### config.mk
export PLATFORM = sky130hd
export DESIGN_NAME = dsha_nonce_scheduler
export DESIGN_NICKNAME = d
export VERILOG_FILES = /design/src/rtl/dsha_nonce_scheduler.sv
export SDC_FILE = /design/constraint.sdc
export NUM_CORES = 2
export LEC_CHECK = 0
export BUFFER_PORTS_ARGS = -buffer_cell sky130_fd_sc_hd__buf_2
export CORE_AREA = 2 2 455 457
export CTS_CLUSTER_DIAMETER = 120
export DETAILED_ROUTE_END_ITERATION = 6
export DIE_AREA = 0 0 457 459
export GPL_ROUTABILITY_DRIVEN = 0
export GPL_TIMING_DRIVEN = 0
export HOLD_SLACK_MARGIN = 0.05
export PLACE_DENSITY_LB_ADDON = 0.12
export SKIP_CTS_REPAIR_TIMING = 1
export SLEW_MARGIN = 20
export SYNTH_ARGS = -nofsm -noshare
export SYNTH_HDL_FRONTEND = slang
export SYNTH_SLANG_ARGS = --single-unit
### constraint.sdc
create_clock -name clk -period 3.9 [get_ports clk]
set_clock_uncertainty 0.15 [all_clocks]
set_input_delay 0.195 -clock clk [delete_from_list [all_inputs] [get_ports clk]]
set_output_delay 0.195 -clock clk [all_outputs]
set_load 0.03 [all_outputs]
### src/rtl/dsha_nonce_scheduler.sv
// rtl/dsha_nonce_scheduler.sv - nonce range sequencer and hit filter in front of dsha_finisher
//
// Purpose:
//   Accepts one job (midstate X, tail Y, inclusive nonce range, difficulty),
//   feeds the iterative finisher one nonce every ISSUE_INTERVAL cycles and
//   follows each nonce through a FIN_LATENCY-deep strobe line. When a strobe
//   leaves the line, the hash on fin_hash belongs to the oldest outstanding
//   nonce. That hash is tested for job_zbits leading zero bits, and hits are
//   held in a one-entry register for the host.
//
// Ports:
//   clk, reset_n                 clock, asynchronous active-low reset
//   job_valid/job_ready          job handshake; job_* fields are latched on accept
//   abort                        cancel the running job (no done pulse)
//   fin_X, fin_Y, fin_nonce      operands driven to the finisher
//   fin_hash, fin_out_nonce      finisher result and the nonce it reports
//   found_valid/ready/nonce      one-entry hit holding register toward the host
//   busy, done                   status; done pulses once when a range completes
//   nonces_done, hits_dropped    per-job counters (wrapping / saturating)
//   nonce_mismatch               sticky: finisher reported an unexpected nonce
module dsha_nonce_scheduler #(
    parameter int ISSUE_INTERVAL = 64,
    parameter int FIN_LATENCY    = 130
) (
    input  logic         clk,
    input  logic         reset_n,
    input  logic         job_valid,
    output logic         job_ready,
    input  logic [255:0] job_midstate,
    input  logic [95:0]  job_tail,
    input  logic [31:0]  job_nonce_start,
    input  logic [31:0]  job_nonce_end,
    input  logic [7:0]   job_zbits,
    input  logic         abort,
    output logic [255:0] fin_X,
    output logic [95:0]  fin_Y,
    output logic [31:0]  fin_nonce,
    input  logic [255:0] fin_hash,
    input  logic [31:0]  fin_out_nonce,
    output logic         found_valid,
    input  logic         found_ready,
    output logic [31:0]  found_nonce,
    output logic         busy,
    output logic         done,
    output logic [31:0]  nonces_done,
    output logic [15:0]  hits_dropped,
    output logic         nonce_mismatch
);

    // Worst-case number of nonces between issue and check.
    localparam int MAX_INFLIGHT = (FIN_LATENCY + ISSUE_INTERVAL - 1) / ISSUE_INTERVAL;
    localparam int CNT_W        = $clog2(MAX_INFLIGHT + 1);
    localparam int TMR_W        = (ISSUE_INTERVAL > 1) ? $clog2(ISSUE_INTERVAL) : 1;

    typedef enum logic [1:0] {
        S_IDLE,
        S_RUN,
        S_DRAIN,
        S_DONE
    } state_t;

    state_t                   state_q, state_d;
    logic [255:0]             fin_x_q, fin_x_d;
    logic [95:0]              fin_y_q, fin_y_d;
    logic [31:0]              fin_nonce_q, fin_nonce_d;
    logic [31:0]              cur_q, cur_d;
    logic [31:0]              last_q, last_d;
    logic [7:0]               zbits_q, zbits_d;
    logic [TMR_W-1:0]         tmr_q, tmr_d;
    logic [FIN_LATENCY-1:0]   strobe_q, strobe_d;
    logic [31:0]              expq_q [MAX_INFLIGHT];
    logic [31:0]              expq_d [MAX_INFLIGHT];
    logic [CNT_W-1:0]         qcnt_q, qcnt_d;
    logic                     found_valid_q, found_valid_d;
    logic [31:0]              found_nonce_q, found_nonce_d;
    logic [31:0]              nonces_done_q, nonces_done_d;
    logic [15:0]              hits_dropped_q, hits_dropped_d;
    logic                     mismatch_q, mismatch_d;

    logic                     accept;
    logic                     abort_act;
    logic                     issue;
    logic                     check;
    logic                     hit;
    logic                     pop_found;
    logic [255:0]             hash_mask;
    logic [CNT_W-1:0]         wr_idx;

    assign accept    = (state_q == S_IDLE) && job_valid;
    assign abort_act = abort && ((state_q == S_RUN) || (state_q == S_DRAIN));
    assign issue     = (state_q == S_RUN) && (tmr_q == '0) && !abort;
    // A strobe leaving the line means fin_hash now belongs to expq_q[0].
    assign check     = strobe_q[FIN_LATENCY-1] && !abort_act;
    // Top zbits_q bits set; zbits_q == 0 gives an empty mask, so every hash hits.
    assign hash_mask = ~({256{1'b1}} >> zbits_q);
    assign hit       = check && ((fin_hash & hash_mask) == '0);
    assign pop_found = found_valid_q && found_ready;
    // A simultaneous pop frees the head slot before the push lands.
    assign wr_idx    = check ? (qcnt_q - CNT_W'(1)) : qcnt_q;

    always_comb begin
        state_d        = state_q;
        fin_x_d        = fin_x_q;
        fin_y_d        = fin_y_q;
        fin_nonce_d    = fin_nonce_q;
        cur_d          = cur_q;
        last_d         = last_q;
        zbits_d        = zbits_q;
        tmr_d          = tmr_q;
        strobe_d       = {strobe_q[FIN_LATENCY-2:0], issue};
        expq_d         = expq_q;
        qcnt_d         = qcnt_q;
        found_valid_d  = found_valid_q;
        found_nonce_d  = found_nonce_q;
        nonces_done_d  = nonces_done_q;
        hits_dropped_d = hits_dropped_q;
        mismatch_d     = mismatch_q;

        // Expected-nonce queue: pop on check, push on issue.
        if (abort_act) begin
            qcnt_d   = '0;
            strobe_d = '0;
        end else begin
            if (check) begin
                for (int i = 0; i < MAX_INFLIGHT - 1; i++) begin
                    expq_d[i] = expq_q[i+1];
                end
            end
            if (issue) begin
                for (int i = 0; i < MAX_INFLIGHT; i++) begin
                    if (i == int'(wr_idx)) begin
                        expq_d[i] = cur_q;
                    end
                end
            end
            qcnt_d = qcnt_q + CNT_W'(issue) - CNT_W'(check);
        end

        // The reported nonce is always the one we issued, even if the
        // finisher echoes something else back.
        if (check) begin
            nonces_done_d = nonces_done_q + 32'd1;
            if (fin_out_nonce != expq_q[0]) begin
                mismatch_d = 1'b1;
            end
        end

        if (hit) begin
            if (!found_valid_q || pop_found) begin
                found_valid_d = 1'b1;
                found_nonce_d = expq_q[0];
            end else if (hits_dropped_q != 16'hFFFF) begin
                hits_dropped_d = hits_dropped_q + 16'd1;
            end
        end else if (pop_found) begin
            found_valid_d = 1'b0;
        end

        case (state_q)
            S_IDLE: begin
                if (accept) begin
                    state_d        = S_RUN;
                    fin_x_d        = job_midstate;
                    fin_y_d        = job_tail;
                    cur_d          = job_nonce_start;
                    last_d         = job_nonce_end;
                    zbits_d        = job_zbits;
                    tmr_d          = '0;
                    nonces_done_d  = '0;
                    mismatch_d     = 1'b0;
                    hits_dropped_d = '0;
                end
            end
            S_RUN: begin
                if (abort) begin
                    state_d = S_IDLE;
                end else begin
                    tmr_d = (tmr_q == TMR_W'(ISSUE_INTERVAL - 1)) ? '0 : tmr_q + TMR_W'(1);
                    if (issue) begin
                        fin_nonce_d = cur_q;
                        // Equality (not <=) so wrapped ranges and the full
                        // 2^32 range (start == end + 1) terminate correctly.
                        if (cur_q == last_q) begin
                            state_d = S_DRAIN;
                        end else begin
                            cur_d = cur_q + 32'd1;
                        end
                    end
                end
            end
            S_DRAIN: begin
                if (abort) begin
                    state_d = S_IDLE;
                end else if (strobe_q[FIN_LATENCY-2:0] == '0) begin
                    // Last strobe is being checked this cycle.
                    state_d = S_DONE;
                end
            end
            S_DONE: begin
                state_d = S_IDLE;
            end
            default: begin
                state_d = S_IDLE;
            end
        endcase
    end

    always_ff @(posedge clk or negedge reset_n) begin
        if (!reset_n) begin
            state_q        <= S_IDLE;
            fin_x_q        <= '0;
            fin_y_q        <= '0;
            fin_nonce_q    <= '0;
            cur_q          <= '0;
            last_q         <= '0;
            zbits_q        <= '0;
            tmr_q          <= '0;
            strobe_q       <= '0;
            for (int i = 0; i < MAX_INFLIGHT; i++) begin
                expq_q[i] <= '0;
            end
            qcnt_q         <= '0;
            found_valid_q  <= 1'b0;
            found_nonce_q  <= '0;
            nonces_done_q  <= '0;
            hits_dropped_q <= '0;
            mismatch_q     <= 1'b0;
        end else begin
            state_q        <= state_d;
            fin_x_q        <= fin_x_d;
            fin_y_q        <= fin_y_d;
            fin_nonce_q    <= fin_nonce_d;
            cur_q          <= cur_d;
            last_q         <= last_d;
            zbits_q        <= zbits_d;
            tmr_q          <= tmr_d;
            strobe_q       <= strobe_d;
            expq_q         <= expq_d;
            qcnt_q         <= qcnt_d;
            found_valid_q  <= found_valid_d;
            found_nonce_q  <= found_nonce_d;
            nonces_done_q  <= nonces_done_d;
            hits_dropped_q <= hits_dropped_d;
            mismatch_q     <= mismatch_d;
        end
    end

    assign job_ready      = (state_q == S_IDLE);
    assign busy           = (state_q != S_IDLE);
    assign done           = (state_q == S_DONE);
    assign fin_X          = fin_x_q;
    assign fin_Y          = fin_y_q;
    assign fin_nonce      = fin_nonce_q;
    assign found_valid    = found_valid_q;
    assign found_nonce    = found_nonce_q;
    assign nonces_done    = nonces_done_q;
    assign hits_dropped   = hits_dropped_q;
    assign nonce_mismatch = mismatch_q;

endmodule
=== Word level (Yosys, flattened, before mapping) ===
Cells that the tools add are included.

* Register bits: 774
* Input port bits: 717
* Output and inout bits: 469

* Add/sub/neg operators: 7
* Mux-type cells: 39
* Eq/ne operators: 17
* Bitwise gates (word level): 4
* Shifts and indexed selects: 1
* Reductions and logical operators: 28

{| class="wikitable"
|+ Operators by type and width
! cell !! number
|-
| two-way mux 32 bit || 10
|-
| AND 256 bit || 1
|-
| logical NOT 256 bit || 1
|-
| NOT 256 bit || 1
|-
| right shift 256 x 8 -> 256 bit (first input constant) || 1
|-
| two-way mux 130 bit || 1
|-
| logical NOT 129 bit || 1
|-
| two-way mux 96 bit || 1
|-
| two-way mux 16 bit || 5
|-
| adder 32 x 1 -> 32 bit (second input constant) || 2
|-
| two-way mux 64 bit || 1
|-
| one-hot mux 32 bit (2 select lines) || 1
|-
| equality test 32 bit || 1
|-
| inequality test 32 bit || 1
|-
| two-way mux 6 bit || 3
|-
| adder 16 x 1 -> 16 bit (second input constant) || 1
|-
| two-way mux 2 bit || 8
|-
| inequality test 16 bit (second input constant) || 1
|-
| one-hot mux 6 bit (2 select lines) || 1
|-
| AND reduction 3 bit || 3
|-
| one-hot mux 2 bit (4 select lines) || 1
|-
| logical AND 1 bit || 7
|-
| two-way mux 1 bit || 7
|-
| adder 6 x 1 -> 6 bit (second input constant) || 1
|-
| other kinds (20) || 35
|}

=== Longest topological paths before layout ===
* Depth in word-level cells: 9
* Mapped depth: 15
* Mapped depth without buffers: 11

=== Worst setup path after synthesis ===
OpenSTA, ideal clock, no wires.

* Path type: register to register
* From: register zbits_q[3]
* To: register found_nonce_q[10] (netlist: found_nonce[10])
* Setup time: 125 ps
* Setup slack: 225 ps
* Arrival: 3400 ps
* Cell stages (with the launch flop): 12
* Buffers on the path: 3
* Path through: dfrtp_1 -> buf_6 -> or4_4 -> buf_6 -> a22o_1 -> a22o_1 -> a221o_1 -> or3_1 -> o41a_1 -> nor3_2 -> buf_4 -> mux2_2

* Cells in the longest elaborated chain, start to end: 6

{| class="wikitable"
|+ RTL lines
! what !! RTL line !! text
|-
| from (decl) || 68 || <nowiki>logic [7:0] zbits_q, zbits_d;</nowiki>
|-
| from (signal assigned) || 235 || <nowiki>zbits_q <= zbits_d;</nowiki>
|-
| right shift 256 x 8 -> 256 bit || 95 || <nowiki>assign hash_mask = ~({256{1'b1}} >> zbits_q);</nowiki>
|-
| NOT 256 bit || 95 ||
|-
| AND 256 bit || 96 || <nowiki>assign hit = check && ((fin_hash & hash_mask) == '0);</nowiki>
|-
| logical NOT 256 bit || 96 ||
|-
| logical AND 1 bit || 96 ||
|-
| AND reduction 2 bit (no source line) || -- ||
|-
| to (signal assigned) || 241 || <nowiki>found_nonce_q <= found_nonce_d;</nowiki>
|-
| to (decl) || 75 || <nowiki>logic [31:0] found_nonce_q, found_nonce_d;</nowiki>
|}

Every way passes these cells.
A chain may end at the register's enable or synchronous reset.

=== Worst setup path after layout ===
* From: register zbits_q[2]
* To: register found_nonce_q[11] (netlist: found_nonce[11])

Same word-level chain as after synthesis.

==> metrics.csv <==
metric,value,unit
crit end category,flip-flop,
first-pass GRT wire length,294000,um
DR pass1 iterations,7,
Core Rows,167,
worst r2r src,zbits_q[2],
Stages on worst setup path,11,
yosys warns,0,
H-Tree Level Count,3,
Post-synth EDFFs,0,
All-Layer GR Usage,20.0,%
top-area cell type share of the netlist area,56.3,%
pin count of the biggest net entering global routing,112,
Synth Register Bits,774,
Final Cycle Share,108,%
clock buffer depth,3,
DRT Wirelength,221000,um
power density over the cells,780,mW/mm^2
Die Span Y,459,um
min cycle time layout,4230,ps
root cell of the clock tree,clkbuf_16,
crit path launch type,flip-flop,
die area,0.210,sq mm
Crit path max-delay family,compound AO/OA/AOI/OAI gates,
Flop pwr share,30.0,%
Pins Over Slew Limit,0,
status,"complete, but fails checks",
final core occ,26.6,%
final hold slack,50.2,ps
drt wl/cell,26.2,um
"reg-to-reg slack, setup",-330,ps
Yosys cell types,83,
Detailed Place HPWL,174000,um
Max Freq,237,MHz
Die Width,457,um
Tot Pwr,42.6,mW
worst skew pair latency,740,ps
maxcap violations,0,
main area contributors after synthesis,"dfrtp_1, nand2_1, mux2_2",
Area after DPL,0.0440,sq mm
Final setup viols,46,
HP Class,in2reg,
Crit Path Max Fanout,8,
core box area,0.206,sq mm
share of layout cells above drive strength 1,29.7,%
Slew @ Worst Pin,1040,ps
Max VDD drop,477,uV
CTS buffer count,100,
Worst setup endpoint,found_nonce[11],
Setup TNS,-11650,ps
Syn Nets,4470,
grt total ovfl,0,
Initial Utilization,16.7,%
Reg-to-Reg End,found_nonce[11],
commonest cells in the synthesized netlist,"nand2_1, dfrtp_1, clkbuf_1",
clock share of power,23.3,%
Yosys top cell by area,dfrtp_1,
Internal,22.5,mW
Synth Cell Area,0.0344,sq mm
RSZ-0062 raised after global routing,yes,
"Worst Setup Slack, final",-326,ps
top_reg_cell synth,dfrtp_1,
Reg2Reg Depth,11,
Syn Area/Cell,9.19,sq um
max_slew headroom,30.5,%
Post-DRT Antenna Nets,0,
Syn Inst Count,3742,
Layout area overhead,58.8,%
Leak Pwr,26.6,nW
IO Port Bufs,1184,
switching power total,20.1,mW
residual DRC count,0,
WS Path Type,reg2reg,
failing checks,negative setup slack,
via count,36646,
antenna violations before repair,58,
I/O pin count,1186,
Worst Path Arrival,4690,ps
crit-path cells,or4_4 -> buf_12 -> a22o_1 -> a22o_1 -> a221o_2 -> or3_4 -> o41a_4 -> nor3_4 -> buf_12 -> clkbuf_16 -> mux2_4,
"count leader, synth",nand2_1,
clock sinks,774,
Setup crit start,zbits_q[2],
required time of the critical path,4370,ps
Fin. Hold Viols,0,
Iter 0 DRT Violations,2902,
vias per cell,4.34,
vias in the first global route,34927,
Comb power frac,46.7,%
switch share,47.2,%
"Design Area, Final",0.0546,sq mm
CTS tree,built,
max incr delay on CP,560,ps
# nets final,6350,
Crit path buffers/inverters,3,
asr flop ratio synth,100,%
CP max-delay cell,o41a_4,
"CTS clk-pin slew, worst paths",60,ps
"Seq/Total Area, Yosys",56.3,%
## power groups by stage
stage	registers (mW)	clock network [mW]	logic, mW
final	12.8	9.93	19.9
after global routing	13.1	10.6	21.1
after CTS	12.6	10.3	18.6
after detailed placement	12.6	0	18.6
after global placement	12.7	0	18.6
after floorplan	16.1	0	6.66
## area by class of cell
type | count | area [sq um]
Clock buffer | 152 | 3020
Tap cell | 2704 | 3380
Sequential cell | 774 | 19400
Buffer | 226 | 1190
Inverter | 41 | 169
Multi-Input combinational cell | 2679 | 14700
Clock inverter | 29 | 464
Antenna cell | 30 | 75.1
Fill cell | 22437 | 151000
Timing Repair Buffer | 1800 | 12300
## routing by layer
metal	global-route usage, %	up-vias	routed length (um)
met5	0.0459	-	111
met4	12.0	16	14500
met3	5.72	561	15900
met2	35.0	1691	110000
met1	21.4	17954	80600
li1	-	16424	-
## cell families after synthesis
logic type               share of synthesized area, %
multiplexers                                     3.19
buffers and inverters                            3.24
AO/OA/AOI/OAI                                    9.48
adder cells (fa/ha/maj)                         0.459
XOR/XNOR                                         2.29
flip-flops                                       56.3
AND/OR/NAND/NOR                                  25.0
## how the worst min path moves through the flow
stage / endpoint / slack, ps / cells after the start / from
global placement: fin_X[124] / 240 / 3 / job_midstate[124]
finish: fin_Y[86] / 50 / 4 / job_tail[86]
detailed placement: fin_Y[91] / 30 / 1 / reset_n
CTS: expq_q[89] / -810 / 1 / reset_n
floorplan: cur_q[0] / -250 / 0 / reset_n
global route: last_q[24] / 40 / 4 / job_nonce_end[24]
## tightest hold or removal path, delay by kind of cell
| kind | cells | cell delay [ps] |
|---|---|---|
| buffers and inverters | 2 | 610 |
| AND/OR/NAND/NOR | 2 | 90 |
## cells in the final DEF (no fill, tap or decap), types with 60 or more instances in the layout
cell           count
clkbuf_16        106
clkbuf_1         181
nand2_1         1276
nand3_1           74
dlygate4sd3_1    561
dfrtp_1          772
o21ai_0          110
buf_2           1193
mux2_2            60
nor4_1            69
a21oi_1           79
nor2_1           206
o22ai_1           82
and2_1           140
## metrics by stage
step,std cells,setup slack [ps]
4_1_cts,7821,-2250
2_1_floorplan,3742,225
6_report,8435,-326
5_1_grt,8420,-343
3_5_place_dp,7640,-2240
3_3_place_gp,7630,-16890
## flip-flops by register name, summed over array words and instances, names as in the netlist
signal / count
found_nonce: 32
found_valid: 1
state_q: 2
qcnt_q: 2
nonces_done: 32
nonce_mismatch: 1
hits_dropped: 16
last_q: 32
fin_X: 256
fin_Y: 96
expq_q: 96
cur_q: 32
fin_nonce: 32
zbits_q: 8
strobe_q: 130
tmr_q: 6
Power figures use the tool's default switching activity.
